`src/rtl/backdoor_pkg.sv`:
```
// Shared definitions for the backdoor SPI bus bridge.
//   REG_IDX_W  : width of the register index field of a bridge address
//   MOD_SEL_W  : width of the module-select field of a bridge address
//   DATA_W     : data word width carried in a write entry
//   state_t    : write FSM states
//   wr_entry_t : one queued/active write {module, index, data}
package backdoor_pkg;

  localparam int REG_IDX_W = 4;
  localparam int MOD_SEL_W = 3;
  localparam int DATA_W    = 32;

  typedef enum logic {
    IDLE  = 1'b0,
    WRITE = 1'b1
  } state_t;

  typedef struct packed {
    logic [MOD_SEL_W-1:0] mod;
    logic [REG_IDX_W-1:0] index;
    logic [DATA_W-1:0]    data;
  } wr_entry_t;

endpackage

```
`src/rtl/backdoor_rd_mux.sv`:
```
// Registered readback select: picks one module's readback word out of the
// flattened bus and registers it for the SPI slave's parallel load.
// Ports:
//   clk, rst   : system clock, synchronous active-high reset
//   sel        : module select (bridge address bits [2:0])
//   rd_data    : flattened readback, module k at [k*DATA_WIDTH +: DATA_WIDTH]
//   data_out   : selected word, one cycle after sel/rd_data
module backdoor_rd_mux
  import backdoor_pkg::*;
#(
  parameter int DATA_WIDTH  = 32,
  parameter int NUM_MODULES = 8
) (
  input  logic                              clk,
  input  logic                              rst,
  input  logic [MOD_SEL_W-1:0]              sel,
  input  logic [NUM_MODULES*DATA_WIDTH-1:0] rd_data,
  output logic [DATA_WIDTH-1:0]             data_out
);

  logic [DATA_WIDTH-1:0] slice [NUM_MODULES];

  for (genvar k = 0; k < NUM_MODULES; k++) begin : g_slice
    assign slice[k] = rd_data[k*DATA_WIDTH +: DATA_WIDTH];
  end

  // ---- stage p0 -> p1: register selected word ----
  always_ff @(posedge clk) begin
    if (rst) data_out <= '0;
    else     data_out <= slice[sel];
  end

endmodule

```
`src/rtl/backdoor_bus_bridge.sv`:
```
// Backdoor bus bridge: turns completed SPI writes (address + data, flagged by
// a one-cycle valid pulse) into handshaked writes to one of eight user
// modules, keeps one write pending behind the active one, counts dropped
// writes, and drives the registered readback word back to the SPI slave.
//
// Optional feature macro: BACKDOOR_BRIDGE_TIMEOUT_EN
//   defined   : a write not acked within TIMEOUT_CYCLES cycles is aborted and
//               the sticky o_ERR flag is set.
//   undefined : writes wait for ack indefinitely, o_ERR is constant 0.
//
// Ports:
//   i_SYSCLK, i_RST : system clock, synchronous active-high reset
//   i_ADDR          : [6:3] register index, [2:0] module select
//   i_DATA_IN       : write data
//   i_DOUT_VALID    : one-cycle pulse, i_ADDR/i_DATA_IN hold a write
//   o_DATA_OUT      : registered readback word for the SPI slave
//   o_WR_EN         : one-hot write request
//   o_WR_ADDR       : register index of the active write
//   o_WR_DATA       : data of the active write
//   i_WR_ACK        : per-module write acknowledge
//   o_RD_ADDR       : register index presented for readback (combinational)
//   i_RD_DATA       : flattened readback from all modules
//   o_BUSY          : a write is active or pending
//   o_ERR           : sticky write-timeout flag
//   o_DROP_CNT      : saturating dropped-write count
module backdoor_bus_bridge
  import backdoor_pkg::*;
#(
  parameter int ADDRESS_WIDTH  = 8,
  parameter int DATA_WIDTH     = 32,
  parameter int NUM_MODULES    = 8,
  parameter int TIMEOUT_CYCLES = 255
) (
  input  logic                              i_SYSCLK,
  input  logic                              i_RST,
  input  logic [ADDRESS_WIDTH-2:0]          i_ADDR,
  input  logic [DATA_WIDTH-1:0]             i_DATA_IN,
  input  logic                              i_DOUT_VALID,
  output logic [DATA_WIDTH-1:0]             o_DATA_OUT,
  output logic [NUM_MODULES-1:0]            o_WR_EN,
  output logic [REG_IDX_W-1:0]              o_WR_ADDR,
  output logic [DATA_WIDTH-1:0]             o_WR_DATA,
  input  logic [NUM_MODULES-1:0]            i_WR_ACK,
  output logic [REG_IDX_W-1:0]              o_RD_ADDR,
  input  logic [NUM_MODULES*DATA_WIDTH-1:0] i_RD_DATA,
  output logic                              o_BUSY,
  output logic                              o_ERR,
  output logic [7:0]                        o_DROP_CNT
);

  // TIMEOUT_CYCLES must be at least 1; this empty block only exists in the
  // hierarchy of a misconfigured instance, making it easy to spot.
  if (TIMEOUT_CYCLES < 1) begin : g_timeout_cycles_invalid
  end

  function automatic logic [7:0] sat_inc(input logic [7:0] v);
    return (v == 8'hFF) ? v : v + 8'd1;
  endfunction

  state_t    state_q, state_d;
  wr_entry_t act_q, act_d;
  wr_entry_t pend_q, pend_d;
  logic      pend_vld_q, pend_vld_d;
  logic [7:0] drop_cnt_q, drop_cnt_d;
  logic      err_q, err_d;
  logic      load;
  logic      drop;
  logic      complete;
  logic      timeout;
  logic      retire;
  wr_entry_t new_entry;

  assign new_entry = '{mod:   i_ADDR[MOD_SEL_W-1:0],
                       index: i_ADDR[MOD_SEL_W +: REG_IDX_W],
                       data:  i_DATA_IN};

  // Only the selected module's ack can complete the active write.
  assign complete = (state_q == WRITE) && i_WR_ACK[act_q.mod];

`ifdef BACKDOOR_BRIDGE_TIMEOUT_EN
  localparam int TMO_W = $clog2(TIMEOUT_CYCLES + 1);
  localparam logic [TMO_W-1:0] TMO_LAST = TMO_W'(TIMEOUT_CYCLES - 1);

  logic [TMO_W-1:0] tmo_cnt_q;

  // tmo_cnt_q holds (cycles already high - 1) at each edge, so matching
  // TMO_LAST means this edge closes the TIMEOUT_CYCLES-th cycle high.
  assign timeout = (state_q == WRITE) && !complete && (tmo_cnt_q == TMO_LAST);

  always_ff @(posedge i_SYSCLK) begin
    if (i_RST)                          tmo_cnt_q <= '0;
    else if (load || state_q != WRITE)  tmo_cnt_q <= '0;
    else                                tmo_cnt_q <= tmo_cnt_q + TMO_W'(1);
  end
`else
  assign timeout = 1'b0;
`endif

  // An aborted write retires exactly like an acked one.
  assign retire = complete || timeout;

  always_comb begin
    state_d    = state_q;
    act_d      = act_q;
    pend_d     = pend_q;
    pend_vld_d = pend_vld_q;
    load       = 1'b0;
    drop       = 1'b0;
    unique case (state_q)
      IDLE: begin
        if (i_DOUT_VALID) begin
          state_d = WRITE;
          act_d   = new_entry;
          load    = 1'b1;
        end
      end
      WRITE: begin
        if (retire) begin
          if (pend_vld_q) begin
            // Pending moves up; a simultaneous new write refills pending.
            act_d = pend_q;
            load  = 1'b1;
            if (i_DOUT_VALID) pend_d     = new_entry;
            else              pend_vld_d = 1'b0;
          end else if (i_DOUT_VALID) begin
            act_d = new_entry;
            load  = 1'b1;
          end else begin
            state_d = IDLE;
          end
        end else if (i_DOUT_VALID) begin
          if (!pend_vld_q) begin
            pend_d     = new_entry;
            pend_vld_d = 1'b1;
          end else begin
            drop = 1'b1;
          end
        end
      end
      default: state_d = IDLE;
    endcase
  end

  assign drop_cnt_d = drop ? sat_inc(drop_cnt_q) : drop_cnt_q;
  assign err_d      = err_q | timeout;

  always_ff @(posedge i_SYSCLK) begin
    if (i_RST) begin
      state_q    <= IDLE;
      act_q      <= '0;
      pend_q     <= '0;
      pend_vld_q <= 1'b0;
      drop_cnt_q <= '0;
      err_q      <= 1'b0;
    end else begin
      state_q    <= state_d;
      if (load) act_q <= act_d;
      pend_q     <= pend_d;
      pend_vld_q <= pend_vld_d;
      drop_cnt_q <= drop_cnt_d;
      err_q      <= err_d;
    end
  end

  always_comb begin
    o_WR_EN = '0;
    if (state_q == WRITE) o_WR_EN[act_q.mod] = 1'b1;
  end

  assign o_WR_ADDR  = act_q.index;
  assign o_WR_DATA  = act_q.data;
  assign o_BUSY     = (state_q == WRITE) || pend_vld_q;
  assign o_ERR      = err_q;
  assign o_DROP_CNT = drop_cnt_q;
  assign o_RD_ADDR  = i_ADDR[MOD_SEL_W +: REG_IDX_W];

  backdoor_rd_mux #(
    .DATA_WIDTH  (DATA_WIDTH),
    .NUM_MODULES (NUM_MODULES)
  ) u_rd_mux (
    .clk      (i_SYSCLK),
    .rst      (i_RST),
    .sel      (i_ADDR[MOD_SEL_W-1:0]),
    .rd_data  (i_RD_DATA),
    .data_out (o_DATA_OUT)
  );

endmodule

```
`config.mk`:
```
export PLATFORM = sky130hd
export DESIGN_NAME = backdoor_bus_bridge
export DESIGN_NICKNAME = d
export VERILOG_FILES = /design/src/rtl/backdoor_pkg.sv /design/src/rtl/backdoor_rd_mux.sv /design/src/rtl/backdoor_bus_bridge.sv
export SDC_FILE = /design/constraint.sdc
export NUM_CORES = 1
export LEC_CHECK = 0
export BUFFER_PORTS_ARGS = -buffer_cell sky130_fd_sc_hd__buf_2
export CAP_MARGIN = 30
export CORE_AREA = 2 2 154 156
export DETAILED_ROUTE_END_ITERATION = 10
export DIE_AREA = 0 0 156 158
export MAX_ROUTING_LAYER = met4
export PLACE_DENSITY = 0.6
export SLEW_MARGIN = 5
export SYNTH_ARGS = -nofsm -noshare
export SYNTH_HDL_FRONTEND = slang
export SYNTH_SLANG_ARGS = --single-unit
```
`constraint.sdc`:
```
create_clock -name i_SYSCLK -period 2.1 [get_ports i_SYSCLK]
set_input_delay 0.105 -clock i_SYSCLK [delete_from_list [all_inputs] [get_ports i_SYSCLK]]
set_output_delay 0.105 -clock i_SYSCLK [all_outputs]
set_load 0.01 [all_outputs]
```
Yosys cells after proc, flatten, opt, wreduce, memory -nomap -nowiden
Index checks and enable logic that the tools add are counted.
W data, S select, Z words.

cells by class
  $add $sub $neg = 1
  eq/ne operators = 5
  muxes and demuxes = 30
  bitwise operators = 3
  reduce and logical (&&, ||, !) cells = 8
  magnitude comparators = 3

operators by type and width
  kind                   number
  $mux W39               8
  $bmux W32 S3           1
  $pmux W39 S2           1
  $mux W32               2
  $mux W1                13
  $add A8 B1 Y8 const B  1
  $eq A8 B8 Y1 const B   1
  $mux W8                1
  $reduce_and A2 Y1      3
  $reduce_and A5 Y1      1
  $ge A4 B4 Y1 const B   1
  $lt A3 B4 Y1 const B   1
  $ne A2 B1 Y1 const B   2
  $ne A2 B2 Y1 const B   2
  $not A3 Y4             1
  $pmux W1 S2            2
  $bmux W1 S3            1
  $demux W1 S3           1
  $ge A3 B1 Y1 const B   1
  $logic_and A1 B1 Y1    2
  $not A1 Y1             2
  $reduce_bool A2 Y1     1
  $logic_or A1 B1 Y1     1

word-level totals
  bits in registers = 120
  word-level logic and storage cells = 60

Logic depth before layout (Yosys ltp)
  word-level depth = 6
  gate-level depth with buffers = 8
  depth with buffers taken out = 6

By module
From an unflattened synthesis, not the netlist that was laid out.

unflattened totals
  cells, all modules = 744
  area, all modules = 7369.6 sq um

by module, submodules not included
  module               area each (sq um)  seq. area each (sq um)  times used  cells each
  backdoor_bus_bridge  4662.0             1761.7                  1           563
  backdoor_rd_mux      2707.6             640.6                   1           181

Worst setup path before layout
No wires, ideal clock.

  path kind = reg2reg
  from = register act_q[36] in the netlist's numbering
  to = register drop_cnt_q[6] (netlist: o_DROP_CNT[6])
  data arrival time = 1.745 ns
  library setup time = 0.121 ns
  stages on the path, launching flop included = 7
  required time = 1.979 ns
  buffers on the path = 1
  setup slack = 0.235 ns
  clock period less this slack = 1.865 ns
  cell sequence = dfxtp_1 buf_4 mux2i_1 o32ai_2 or3_1 nor4_1 mux2_2

between the ends
  longest elaborated chain between the ends = 6

ends and longest elaborated chain
  what                                RTL line                    text
  from (decl)                         backdoor_bus_bridge.sv:61   wr_entry_t act_q, act_d;
  from (signal assigned)              backdoor_bus_bridge.sv:157  if (load) act_q <= act_d;
  $bmux W1 S3                         backdoor_bus_bridge.sv:78   assign complete = (state_q == WRITE) && i_WR_ACK[act_q.mod];
  $mux W1 (implied by the code)       backdoor_bus_bridge.sv:78
  $logic_and A1 B1 Y1                 backdoor_bus_bridge.sv:78
  $mux W1                             backdoor_bus_bridge.sv:118  if (retire) begin
  $mux W1                             backdoor_bus_bridge.sv:109  unique case (state_q)
  $reduce_and A2 Y1 (no source line)  n/a
  to (signal assigned)                backdoor_bus_bridge.sv:160  drop_cnt_q <= drop_cnt_d;
  to (decl)                           backdoor_bus_bridge.sv:64   logic [7:0] drop_cnt_q, drop_cnt_d;

Every way passes these cells. The select of a mux whose other input is x is not followed.
A chain may end at the register's enable or synchronous reset.

Worst setup path after layout
Ends and elaborated chain as after synthesis.

==> metrics <==
Max-cap violations=0; # DRC=0; Main synth FF type=dfxtp_1; final setup vio count=0; Yosys reg bits=120; Avg Inst Size Synth=roughly 10 um2; Synth Warn #=0; part of the Yosys area used for sequential elements=between 30% and 40%; share of layout cells above drive strength 1=a little under half; Area Overhead vs Synth=42.9%; Layout Skew=10.1 ps; CP Max Fanout=4; VDD IR-drop max=375 uV; R2R Path Start=act_q[36]$_SDFFE_PP0P_; Setup crit start=act_q[36]$_SDFFE_PP0P_; crit path DAT=approximately 2300 ps; max_slew headroom=64.8%; Worst setup EP type=flop; area leader, netlist=dfxtp_1; Avg WL per Cell=around 19 um; WHS Path Cells=4; Post-Syn Instances=between 700 and 800; total leakage power=about 4.6 nW; largest net degree at the start of global routing=71; Tmin final=2000 ps; vias in the first global route=a little under 7000; Post-CTS Setup Inserts=0; top cells by area, synth=dfxtp_1 (33%), mux4_2 (20%), mux2i_1 (10%); detailed placement HPWL=21.6 mm; Hold Path Class=in -> reg; Max Slew Vio Count=0; Final nets=approximately 1400; slew at the pin closest to its max-slew limit=529 ps; WP data required=2400 ps; DR pass1 iterations=4; fmax=about 500 MHz; Max clock buf depth=2; fraction of registers with async set/reset=0%; Post-synth EDFFs=0; most frequent cell after synthesis=dfxtp_1; GPL Wtd Cong=0.963; clk_lat worst skew=around 420 ps; CP endpoint=o_DROP_CNT[6]$_SDFFE_PP0P_; CORE AREA=0.0231 mm2; top post-synthesis cells by count=dfxtp_1 (120), nand2b_1 (81), mux2i_1 (76); synthesized area=approximately 0.0073 mm2; Die Area=0.0246 mm2; H-tree Lvls=4; Crit Path Class=reg -> reg; CTS tree=done; initial antenna violation count=15; worst reg-to-reg path cell count=5; initial drt markers=between 400 and 500; GRT overflow=0; Final period util=95.0%; Netlist cell types=36; IO Count=approximately 400; RR Endpoint=o_DROP_CNT[6]$_SDFFE_PP0P_; Die Height=roughly 160 um; Final Routed Wirelength=approximately 28 mm; IO buf count=just under 400; Fin. Hold Viols=0; Pwr Total=just over 7 mW; RSZ-0062 raised after global routing=no; Std-Cell Rows=56; CTS Buf Count=17; Vias=a little over 7000; syn_nets=1050; clock slew at reported path FFs=roughly 60 ps; Overall Global Routing Usage=between 20 and 25%; Die Width=between 150 and 200 um; PwrDens=689 mW/mm2; Clock Sinks=120; ANT nets after route=0; startpoint types=flop; initial core utilization=roughly a third; routed vias/inst=between 4 and 5; Worst R2R Setup Slack=roughly 100 ps; global-route wire length before repair=~40 mm; outcome=finished, final reports clean; Clock Tree Root=clkbuf_16; setup_tns=0 ps; Yosys top cell area share=between 30% and 40%
## what timing repair did
| item | 4_1_cts | 5_1_grt |
|---|---|---|
| hold buffers | 36 | 0 |
| gates resized for setup | 0 | 0 |
| endpoints found under the hold margin | 36 | 0 |
## worst max-delay path: stages, from the launching register on
cell and delay, ps:
dfxtp_1 420, mux2i_1 290, o32ai_2 170, or3_1 420
nor4_1 220, mux2_2 370
## area by class of cell
class,instances,area (um2)
repair buffers,459,2670
inverters,4,15.0
clock buffers,17,425
clock inverters,15,215
well taps,290,363
diodes,14,35.0
fillers,2248,12700
multi-input cells,510,4260
flip-flops and latches,120,2400
## kinds of logic (layout without fill, tap and decap cells)
group / Yosys count / count (layout) / synth area share, %
AOI/OAI and AO/OA: 122 / 122 / 10.1
xor gates and xnor gates: 4 / 4 / 0.482
adders and majority gates: 1 / 1 / 0.172
buffers and inverters: 113 / 495 / 8.56
DFF: 120 / 120 / 33.1
muxes: 144 / 144 / 31.0
other: 1 / 15 / 0.0516
and+or+nand+nor: 238 / 238 / 16.5
## through the flow
step / cells / utilization [%] / setup WS (ps) / hold slack (ps) / cell area (um2)
after global placement: 1347 / 40.5 / 192 / 378 / 9340
final: 1429 / 45.0 / 104 / 133 / 10400
after global routing: 1429 / 45.0 / 1.17 / 139 / 10400
after floorplan: 743 / - / 235 / 260 / 7260
after CTS: 1415 / 44.9 / 102 / 114 / 10300
after detailed placement: 1347 / 40.5 / 129 / 387 / 9340
## where the power goes
part	internal (mW)	leakage, nW	switching [mW]
clock	2.01	0.310	1.17
combinational	0.794	3.34	0.694
sequential	2.42	0.984	0.0599
## layer usage
metal	vias to the layer above	track usage [%]	wire length (um)
met5	-	-	0
met4	0	8.69	731
met3	45	7.86	2270
met2	313	35.0	13400
met1	3330	26.9	11300
li1	3369	-	-
## worst min-delay path by stage
| stage | end | startpoint | slack [ps] |
|---|---|---|---|
| 6_report | u_rd_mux.data_out[13]$_SDFF_PP0_ | i_RD_DATA[77] | 130 |
| 5_1_grt | u_rd_mux.data_out[13]$_SDFF_PP0_ | i_RD_DATA[77] | 140 |
| 2_1_floorplan | pend_q[0]$_SDFFE_PP0P_ | i_DATA_IN[0] | 260 |
| 3_3_place_gp | pend_q[28]$_SDFFE_PP0P_ | i_DATA_IN[28] | 380 |
| 3_5_place_dp | pend_q[25]$_SDFFE_PP0P_ | i_DATA_IN[25] | 390 |
| 4_1_cts | u_rd_mux.data_out[16]$_SDFF_PP0_ | i_RD_DATA[16] | 110 |
## state kept, by name (all words and copies together), names as in the netlist
| signal | flops |
|---|---|
| o_WR_ADDR | 4 |
| act_q | 3 |
| o_WR_DATA | 32 |
| o_DROP_CNT | 8 |
| u_rd_mux.data_out | 32 |
| state_q | 1 |
| pend_q | 39 |
| pend_vld_q | 1 |
## layout by cell type (no fill, tap or decap), drive strengths merged, types with 2 or more instances in the layout
master / synthesis / routed
mux4: 64 / 64
o21ai: 40 / 40
a21oi: 39 / 39
diode: 0 / 14
clkbuf: 49 / 17
nand2: 44 / 44
nor2: 50 / 50
clkinv: 0 / 5
dlygate4sd3: 0 / 36
mux2i: 77 / 77
nand3: 43 / 43
nor4: 4 / 4
mux2: 3 / 3
nand2b: 81 / 81
dfxtp: 120 / 120
bufinv: 0 / 4
nand4: 2 / 2
nor3: 7 / 7
buf: 60 / 423
a21o: 39 / 39
nor2b: 3 / 3
xnor2: 4 / 4
inv: 4 / 9
o32ai: 3 / 3
Note: power is estimated with default switching activity, not from simulation.
